===== config.mk =====
export PLATFORM = sky130hd
export DESIGN_NAME = fifo_write_arbiter
export DESIGN_NICKNAME = d
export VERILOG_FILES = /design/src/rtl/fifo_write_arbiter.sv
export SDC_FILE = /design/constraint.sdc
export NUM_CORES = 1
export LEC_CHECK = 0
export CORE_MARGIN = 4
export CORE_UTILIZATION = 42
export CTS_BUF_LIST = sky130_fd_sc_hd__clkbuf_4 sky130_fd_sc_hd__clkbuf_8
export CTS_CLUSTER_DIAMETER = 120
export CTS_CLUSTER_SIZE = 10
export DETAILED_ROUTE_END_ITERATION = 10
export PLACE_DENSITY = 0.83
export SLEW_MARGIN = 20
export SYNTH_ARGS = -nofsm -noshare
export SYNTH_HDL_FRONTEND = slang
export SYNTH_SLANG_ARGS = --single-unit

===== constraint.sdc =====
create_clock -name Clk -period 2.4 [get_ports Clk]
set_input_delay 0.48 -clock Clk [delete_from_list [all_inputs] [get_ports Clk]]
set_output_delay 0.48 -clock Clk [all_outputs]
set_load 0.03 [all_outputs]

===== src/rtl/fifo_write_arbiter.sv =====
// Round-robin arbiter sharing one FIFO write port among NUM_REQ valid/ready producers.
// Each grant allows up to BURST_MAX writes; stalls on Fifo_full without releasing the grant.
module fifo_write_arbiter #(
    parameter int NUM_REQ    = 4,
    parameter int ID_WIDTH   = 2,
    parameter int DATA_WIDTH = 8,
    parameter int BURST_MAX  = 4
) (
    input  logic                          Clk,
    input  logic                          Clr,
    input  logic [NUM_REQ-1:0]            Req_valid,
    input  logic [NUM_REQ*DATA_WIDTH-1:0] Req_data,
    output logic [NUM_REQ-1:0]            Req_ready,
    input  logic                          Fifo_full,
    output logic                          Fifo_wr_en,
    output logic [DATA_WIDTH-1:0]         Fifo_wr_data,
    output logic                          Grant_active,
    output logic [ID_WIDTH-1:0]           Grant_id
);

    // state | meaning
    // IDLE  | no owner; arbitrate among valid requesters this cycle
    // GRANT | owner holds the write port until burst limit or owner drops valid
    typedef enum logic {IDLE, GRANT} state_t;

    localparam logic [7:0] BURST_LAST = 8'(BURST_MAX - 1);

    state_t              state, state_nxt;
    logic [ID_WIDTH-1:0] owner, owner_nxt;
    logic [ID_WIDTH-1:0] last_grant, last_grant_nxt;
    logic [7:0]          burst_cnt, burst_cnt_nxt;
    logic                pick_found;
    logic [ID_WIDTH-1:0] pick_id;
    logic                owner_valid;
    logic                transfer;

    // Search upward from last_grant+1; the index wraps naturally at ID_WIDTH bits.
    always_comb begin
        pick_found = 1'b0;
        pick_id    = '0;
        for (int k = 1; k <= NUM_REQ; k++) begin
            if (!pick_found && Req_valid[last_grant + ID_WIDTH'(k)]) begin
                pick_found = 1'b1;
                pick_id    = last_grant + ID_WIDTH'(k);
            end
        end
    end

    assign owner_valid = Req_valid[owner];
    assign transfer    = (state == GRANT) && owner_valid && !Fifo_full;

    always_comb begin
        state_nxt      = state;
        owner_nxt      = owner;
        last_grant_nxt = last_grant;
        burst_cnt_nxt  = burst_cnt;
        Req_ready      = '0;
        Fifo_wr_en     = 1'b0;
        Fifo_wr_data   = '0;
        Grant_active   = 1'b0;
        Grant_id       = '0;
        case (state)
            IDLE: begin
                if (pick_found) begin
                    state_nxt      = GRANT;
                    owner_nxt      = pick_id;
                    last_grant_nxt = pick_id;
                    burst_cnt_nxt  = '0;
                end
            end
            GRANT: begin
                Grant_active     = 1'b1;
                Grant_id         = owner;
                Req_ready[owner] = !Fifo_full;
                Fifo_wr_en       = transfer;
                if (transfer) begin
                    Fifo_wr_data  = Req_data[owner*DATA_WIDTH +: DATA_WIDTH];
                    burst_cnt_nxt = burst_cnt + 8'd1;
                end
                if ((transfer && burst_cnt == BURST_LAST) || !owner_valid)
                    state_nxt = IDLE;
            end
        endcase
    end

    always_ff @(posedge Clk or posedge Clr) begin
        if (Clr) begin
            state      <= IDLE;
            owner      <= '0;
            last_grant <= ID_WIDTH'(NUM_REQ - 1);
            burst_cnt  <= '0;
        end else begin
            state      <= state_nxt;
            owner      <= owner_nxt;
            last_grant <= last_grant_nxt;
            burst_cnt  <= burst_cnt_nxt;
        end
    end

endmodule


==> results_dict.tcl, run 1 <==
set metrics [dict create \
    status "finished, final reports clean" \
    placed_area_um2 1710 \
    clk_pin_slew_ns 0.08 \
    postSynthNetCount 152 \
    pin_count 55 \
    area_delta_synth_final_pct 60.7 \
    drive_gt1_share_pct 35.8 \
    antenna_found_initial 0 \
    hp-class "reg2reg" \
    busiest_layer "met2" \
    ff_latch_area_um2 328 \
    netlist_area_um2 1130 \
    min_period_ns 2.36 \
    finalCritPeriodShare_pct 98.4 \
    hold_buffers 0 \
    cellPowerDensity_nw_per_um2 906 \
    p_comb_share_pct 69.2 \
    grt_start_max_net_pins 15 \
    grt_pass1_vias 1095 \
    design_area_um2 1810 \
    met1_usage_pct 18.7 \
    p_sw_mw 0.683 \
    grt_usage_pct 17.8 \
    crit_path_start_kind "input pin" \
    peakVddDrop_uv 662 \
    worstSetupPathType "in2out" \
    p_leak_nw 0.794 \
    vias 1190 \
    path_max_fanout 6 \
    intPower_mw 0.959 \
    die_h_um 59.8 \
    cts.sinks 13 \
    place_congestion 0.890 \
    h-tree-depth 1 \
    finalClockSkew_ns 0.00338 \
    n_fill_cell 183 \
    grt_use_met3_pct 5.62 \
    swShare_pct 41.6 \
    synth_ff_type "dfrtp_1" \
    setup_ws_ns 0.0386 \
    worstPathArrival_ns 1.88 \
    cts_buffers 3 \
    cts-root-buf "clkbuf_4" \
    power.total_mw 1.64 \
    max_freq_mhz 423 \
    nets 220 \
    grt_pass1_wl_um 4790 \
    antenna_cells 0 \
    core_area_um2 2520 \
    grt_use_met2_pct 32.7 \
    clk_latency_ns 0.28 \
    critical_path_required_ns 1.92 \
    via_per_inst 5.69 \
    end_kind "primary output" \
    start_util_pct 44.7 \
    drcViolationCount 0 \
    syn_inst 112 \
    cts_tree "yes" \
    die_x_um 59.8 \
    ant_nets 0 \
    drt_iter0_markers 39 \
    hold_violations 0 \
    synth_cell_type_count 44 \
    clk_path_buf_depth 2 \
    multi_input_area_um2 736 \
    ys_seq_elements 13 \
    seq_power_share_pct 21.8 \
    dp_slack_ns -0.0185 \
    drv_cap 0 \
    dp_hpwl_um 2610 \
    setup_viol 0 \
    tightest_slew_ns 0.551 \
    clkPwrFrac_pct 9.0 \
    synth_area_per_cell_um2 10.1 \
    drt_first_pass_iters 5 \
    final_max_slew_viol_count 0 \
    wirelength_um 3400 \
    yosysWarnings 0 \
    die-area_um2 3580 \
    synth_seq_area_share_pct 29.1 \
    slew_headroom_pct 62.8 \
    synth_edf_count 0 \
    row_count 18 \
    port_buffers 54 \
    synthArstFlopShare_pct 100 \
    wl_per_cell_um 16.3 \
    grt.overflow.total 0 \
]
layout by cell type (no fill, tap or decap), types with 2 or more instances in the layout:
cell / n
o211ai_2: 2
dfstp_2: 2
and2b_2: 7
mux4_2: 9
and2_2: 2
clkbuf_4: 4
inv_1: 7
buf_12: 3
clkdlybuf4s50_1: 40
nor3b_1: 2
nor2_1: 9
a21oi_1: 3
nand3_1: 5
nor4_1: 2
buf_4: 24
o21ai_0: 8
nand2_1: 9
dfrtp_1: 11
o31ai_2: 2
kinds of logic after synthesis:
kind of cell | after synthesis | synth area share [%]
flops | 13 | 29.1
buf+inv | 13 | 5.99
xor+xnor | 1 | 0.777
simple gates | 48 | 26.1
compound gates | 25 | 17.2
fa+ha+maj | 1 | 1.11
mux | 11 | 19.8
path summary, 6_finish.rpt:
kind	cells past startpoint	from	to	slack (ns)
setup / recovery	6	Fifo_full	Fifo_wr_data[2]	0.04
hold / removal	2	last_grant[1]	last_grant[1]	0.50
setup reg to reg	7	owner[1]	burst_cnt[3]	0.54
hold reg to reg	2	last_grant[1]	last_grant[1]	0.50
max in group asynchronous	2	Clr	last_grant[0]	1.54
min in group asynchronous	2	Clr	owner[0]	0.51
worst max-delay path: stages:
cell           delay [ns]
dlygate4sd2_1        0.27
or3b_4               0.39
o22a_4               0.24
buf_2                0.15
and2b_2              0.20
buf_4                0.15
Yosys cell counts, types with 2 or more instances:
cell type  count  area share, %
a21oi_1        3            1.3
and2_2         2            1.3
and2b_2        7            5.4
buf_2          2           0.89
buf_6          2            2.0
dfrtp_1       11             24
dfstp_2        2            4.7
inv_1          7            2.3
mux2i_1        2            1.8
mux4_2         9             18
nand2_1        9            3.0
nand3_1        5            2.2
nor2_1         9            3.0
nor3b_1        2            1.3
nor4_1         2            1.1
o211ai_2       2            2.2
o21ai_0        8            3.6
o31ai_2        2            2.2
layout make-up:
cell class	count	share of cell area (%)
Clock buffer	4	1.66
Inverter	7	1.45
Multi-Input combinational cell	86	40.6
Sequential cell	13	18.1
Tap cell	30	2.07
Timing Repair Buffer	69	36.1
through the flow:
stage / util, % / cells / hold WS [ns] / setup TNS, ns
after floorplan: - / 112 / 0.356 / 0
after global placement: 67.7 / 200 / 0.485 / 0
after detailed placement: 67.7 / 200 / 0.494 / -0.0913
after CTS: 69.6 / 206 / 0.507 / 0
after global routing: 71.8 / 209 / 0.545 / -0.0365
final: 71.8 / 209 / 0.503 / 0
flip-flops by register name, indices dropped and copies added, names as in the netlist:
register    count
burst_cnt       8
last_grant      2
owner           2
state           1
power groups by stage:
stage	Clock (mW)	Combinational, mW	Sequential (mW)
floorplan	0	0.681	0.370
global placement	0	0.986	0.353
detailed placement	0	1.01	0.360
CTS	0.157	1.04	0.357
global route	0.163	1.21	0.371
finish	0.148	1.14	0.358
per-layer routing:
metal	share of wire, %	up-vias
met5	0	-
met3	12	7
met2	50	56
li1	-	557
met4	2.0	0
met1	36	570
what timing repair did:
item | in CTS | in global routing
pin swaps | 1 | 0
buffers inserted | 2 | 3
setup endpoints to repair | 7 | 3
gates resized for setup | 4 | 2
(Power assumes the default switching activity.)
==> run 2: changes to the inputs <==
- CORE_MARGIN: 4 -> 2
- CTS_BUF_LIST: sky130_fd_sc_hd__clkbuf_4 sky130_fd_sc_hd__clkbuf_8 -> sky130_fd_sc_hd__clkbuf_8
==> run 2 against run 1 <==
Net effect:
- worst hold slack improved by 0.0034 ns
- largest cell class unchanged
- global-route usage increased by 3.1 points
- combinational power decreased by 11%
- via count decreased by 1.8%
- die area decreased by 13%
- critical endpoint is now Fifo_wr_data[6]
- first-iteration DRC count increased by 18%
- final cell count decreased by 1.9%
==> results_dict.tcl, run 2 (synthesis gave the netlist of run 1 again) <==
set metrics [dict create \
    status "finished, final reports clean" \
    layout_commonest_cell "clkdlybuf4s50_1" \
    cts.sinks 13 \
    antenna_cells 0 \
    busiest_layer "met2" \
    die-area_um2 3110 \
    cts_buffers 3 \
    r2r_slack_ns 0.76 \
    final_max_slew_viol_count 0 \
    worstSetupPathType "reg2out" \
    crit_path_start_kind "register" \
    grt_usage_pct 21.0 \
    dp_slack_ns -0.0338 \
    max_freq_mhz 436 \
    grt_pass1_vias 1141 \
    drt_iter0_markers 46 \
    cts_tree "yes" \
    layout_common_cells "clkdlybuf4s50_1 (40), buf_4 (24), dfrtp_1 (11)" \
    h-tree-depth 1 \
    pin_count 55 \
    setup_viol 0 \
    peakVddDrop_uv 770 \
    slowest_delay_ns 0.54 \
    place_inst 201 \
    regMostFlops "burst_cnt" \
    worstPathArrival_ns 1.81 \
    top_regs "burst_cnt (8), last_grant (2), owner (2)" \
    power.total_mw 1.58 \
    finalCritPeriodShare_pct 95.5 \
    cts-root-buf "clkbuf_8" \
    fin_cells 205 \
    hold_end "last_grant[1]" \
    vias 1169 \
    nets 216 \
    dp_hpwl_um 2530 \
    place_congestion 0.817 \
    hold_violations 0 \
    rsz0062_at_grt "no" \
    r2r-end "burst_cnt[3]" \
    worstHoldStart "last_grant[1]" \
    drt_first_pass_iters 5 \
    largest_reg_flops 8 \
    clk_pin_slew_ns 0.05 \
    area_delta_synth_final_pct 55.9 \
    ant_nets 0 \
    grt_pass1_wl_um 5140 \
    met1_usage_pct 23.8 \
    antenna_found_initial 0 \
    final_util_pct 70.3 \
    reg2reg_from "owner[0]" \
    crit_path_frequent_cell "buf_4" \
    port_buffers 54 \
    clk_path_buf_depth 2 \
    grt.overflow.total 0 \
    drcViolationCount 0 \
    via_per_inst 5.70 \
    die_x_um 55.8 \
    end_kind "primary output" \
    grt_start_max_net_pins 15 \
    wl_per_cell_um 15.6 \
    grt_use_met2_pct 37.9 \
    die_h_um 55.8 \
    min_period_ns 2.29 \
    path_max_fanout 14 \
    drive_gt1_share_pct 33.1 \
    hold_buffers 0 \
    crit_chain "buf_4, mux4_2, and2b_2, buf_4" \
    hp-class "reg2reg" \
    cellPowerDensity_nw_per_um2 900 \
    start_util_pct 45.1 \
    slew_headroom_pct 62.1 \
    path_buf_inv 2 \
    row_count 18 \
    core_area_um2 2500 \
    wirelength_um 3200 \
    cpLargestDelayFamily "multiplexers" \
    slowest_stage "mux4_2" \
    tightest_slew_ns 0.562 \
    p_leak_nw 0.774 \
    startpoint "owner[0]" \
    finalClockSkew_ns 0.00146 \
    critical_path_required_ns 1.92 \
    reg2reg_depth 6 \
    setup_ws_ns 0.107 \
    clk_latency_ns 0.25 \
    hold_depth 2 \
    grt_use_met3_pct 5.58 \
    drv_cap 0 \
]
## run 2: cell count changes in the layout (fill, tap and decap cells not counted), sizes merged
cell / previous run / this run
buf: 28 / 24
clkbuf: 4 / 3
inv: 7 / 8
## run 2: worst max-delay path by stage
stage | cells past startpoint | end | slack (ns)
CTS | 5 | Fifo_wr_data[6] | 0.08
global placement | 5 | Fifo_wr_data[6] | -0.007
detailed placement | 5 | Fifo_wr_data[6] | -0.03
global route | 5 | Fifo_wr_data[6] | 0.0008
finish | 4 | Fifo_wr_data[6] | 0.11
floorplan | 4 | Fifo_wr_data[6] | 0.26
## run 2: metal layers
layer	routed length, µm	vias up
li1	-	547
met1	1160	545
met2	1590	72
met3	414	5
met4	40	0
met5	0	-
## run 2: cell type report
class | count | area (µm²)
fillers | 170 | 742
flip-flops and latches | 13 | 328
multi-input cells | 86 | 732
clock buffers | 3 | 41.3
inverters | 7 | 26.3
clock inverters | 1 | 3.75
well taps | 30 | 37.5
repair buffers | 65 | 589
## run 2: worst register-to-register path, delay by kind of cell, from the launching register on
family,cells,cell delay [ns]
AOI/OAI and AO/OA,3,0.55
muxes,1,0.14
DFF,1,0.38
buffers and inverters,2,0.45
## run 2: repair_timing
| action | in CTS | in global routing |
|---|---|---|
| setup buffers | 0 | 0 |
| setup endpoints to repair | 8 | 0 |
| gates resized for setup | 1 | 0 |
## run 2: power by group
part,switching [mW],internal (mW)
Sequential,0.0722,0.291
Combinational,0.520,0.502
Clock,0.0825,0.113
## run 2: stage by stage
step	instance area, µm²	setup TNS [ns]	hold WS (ns)
after detailed placement	1710	-0.161	0.498
after CTS	1760	0	0.509
after floorplan	1130	0	0.356
after global routing	1760	0	0.529
after global placement	1710	-0.0252	0.486
final	1760	0	0.506
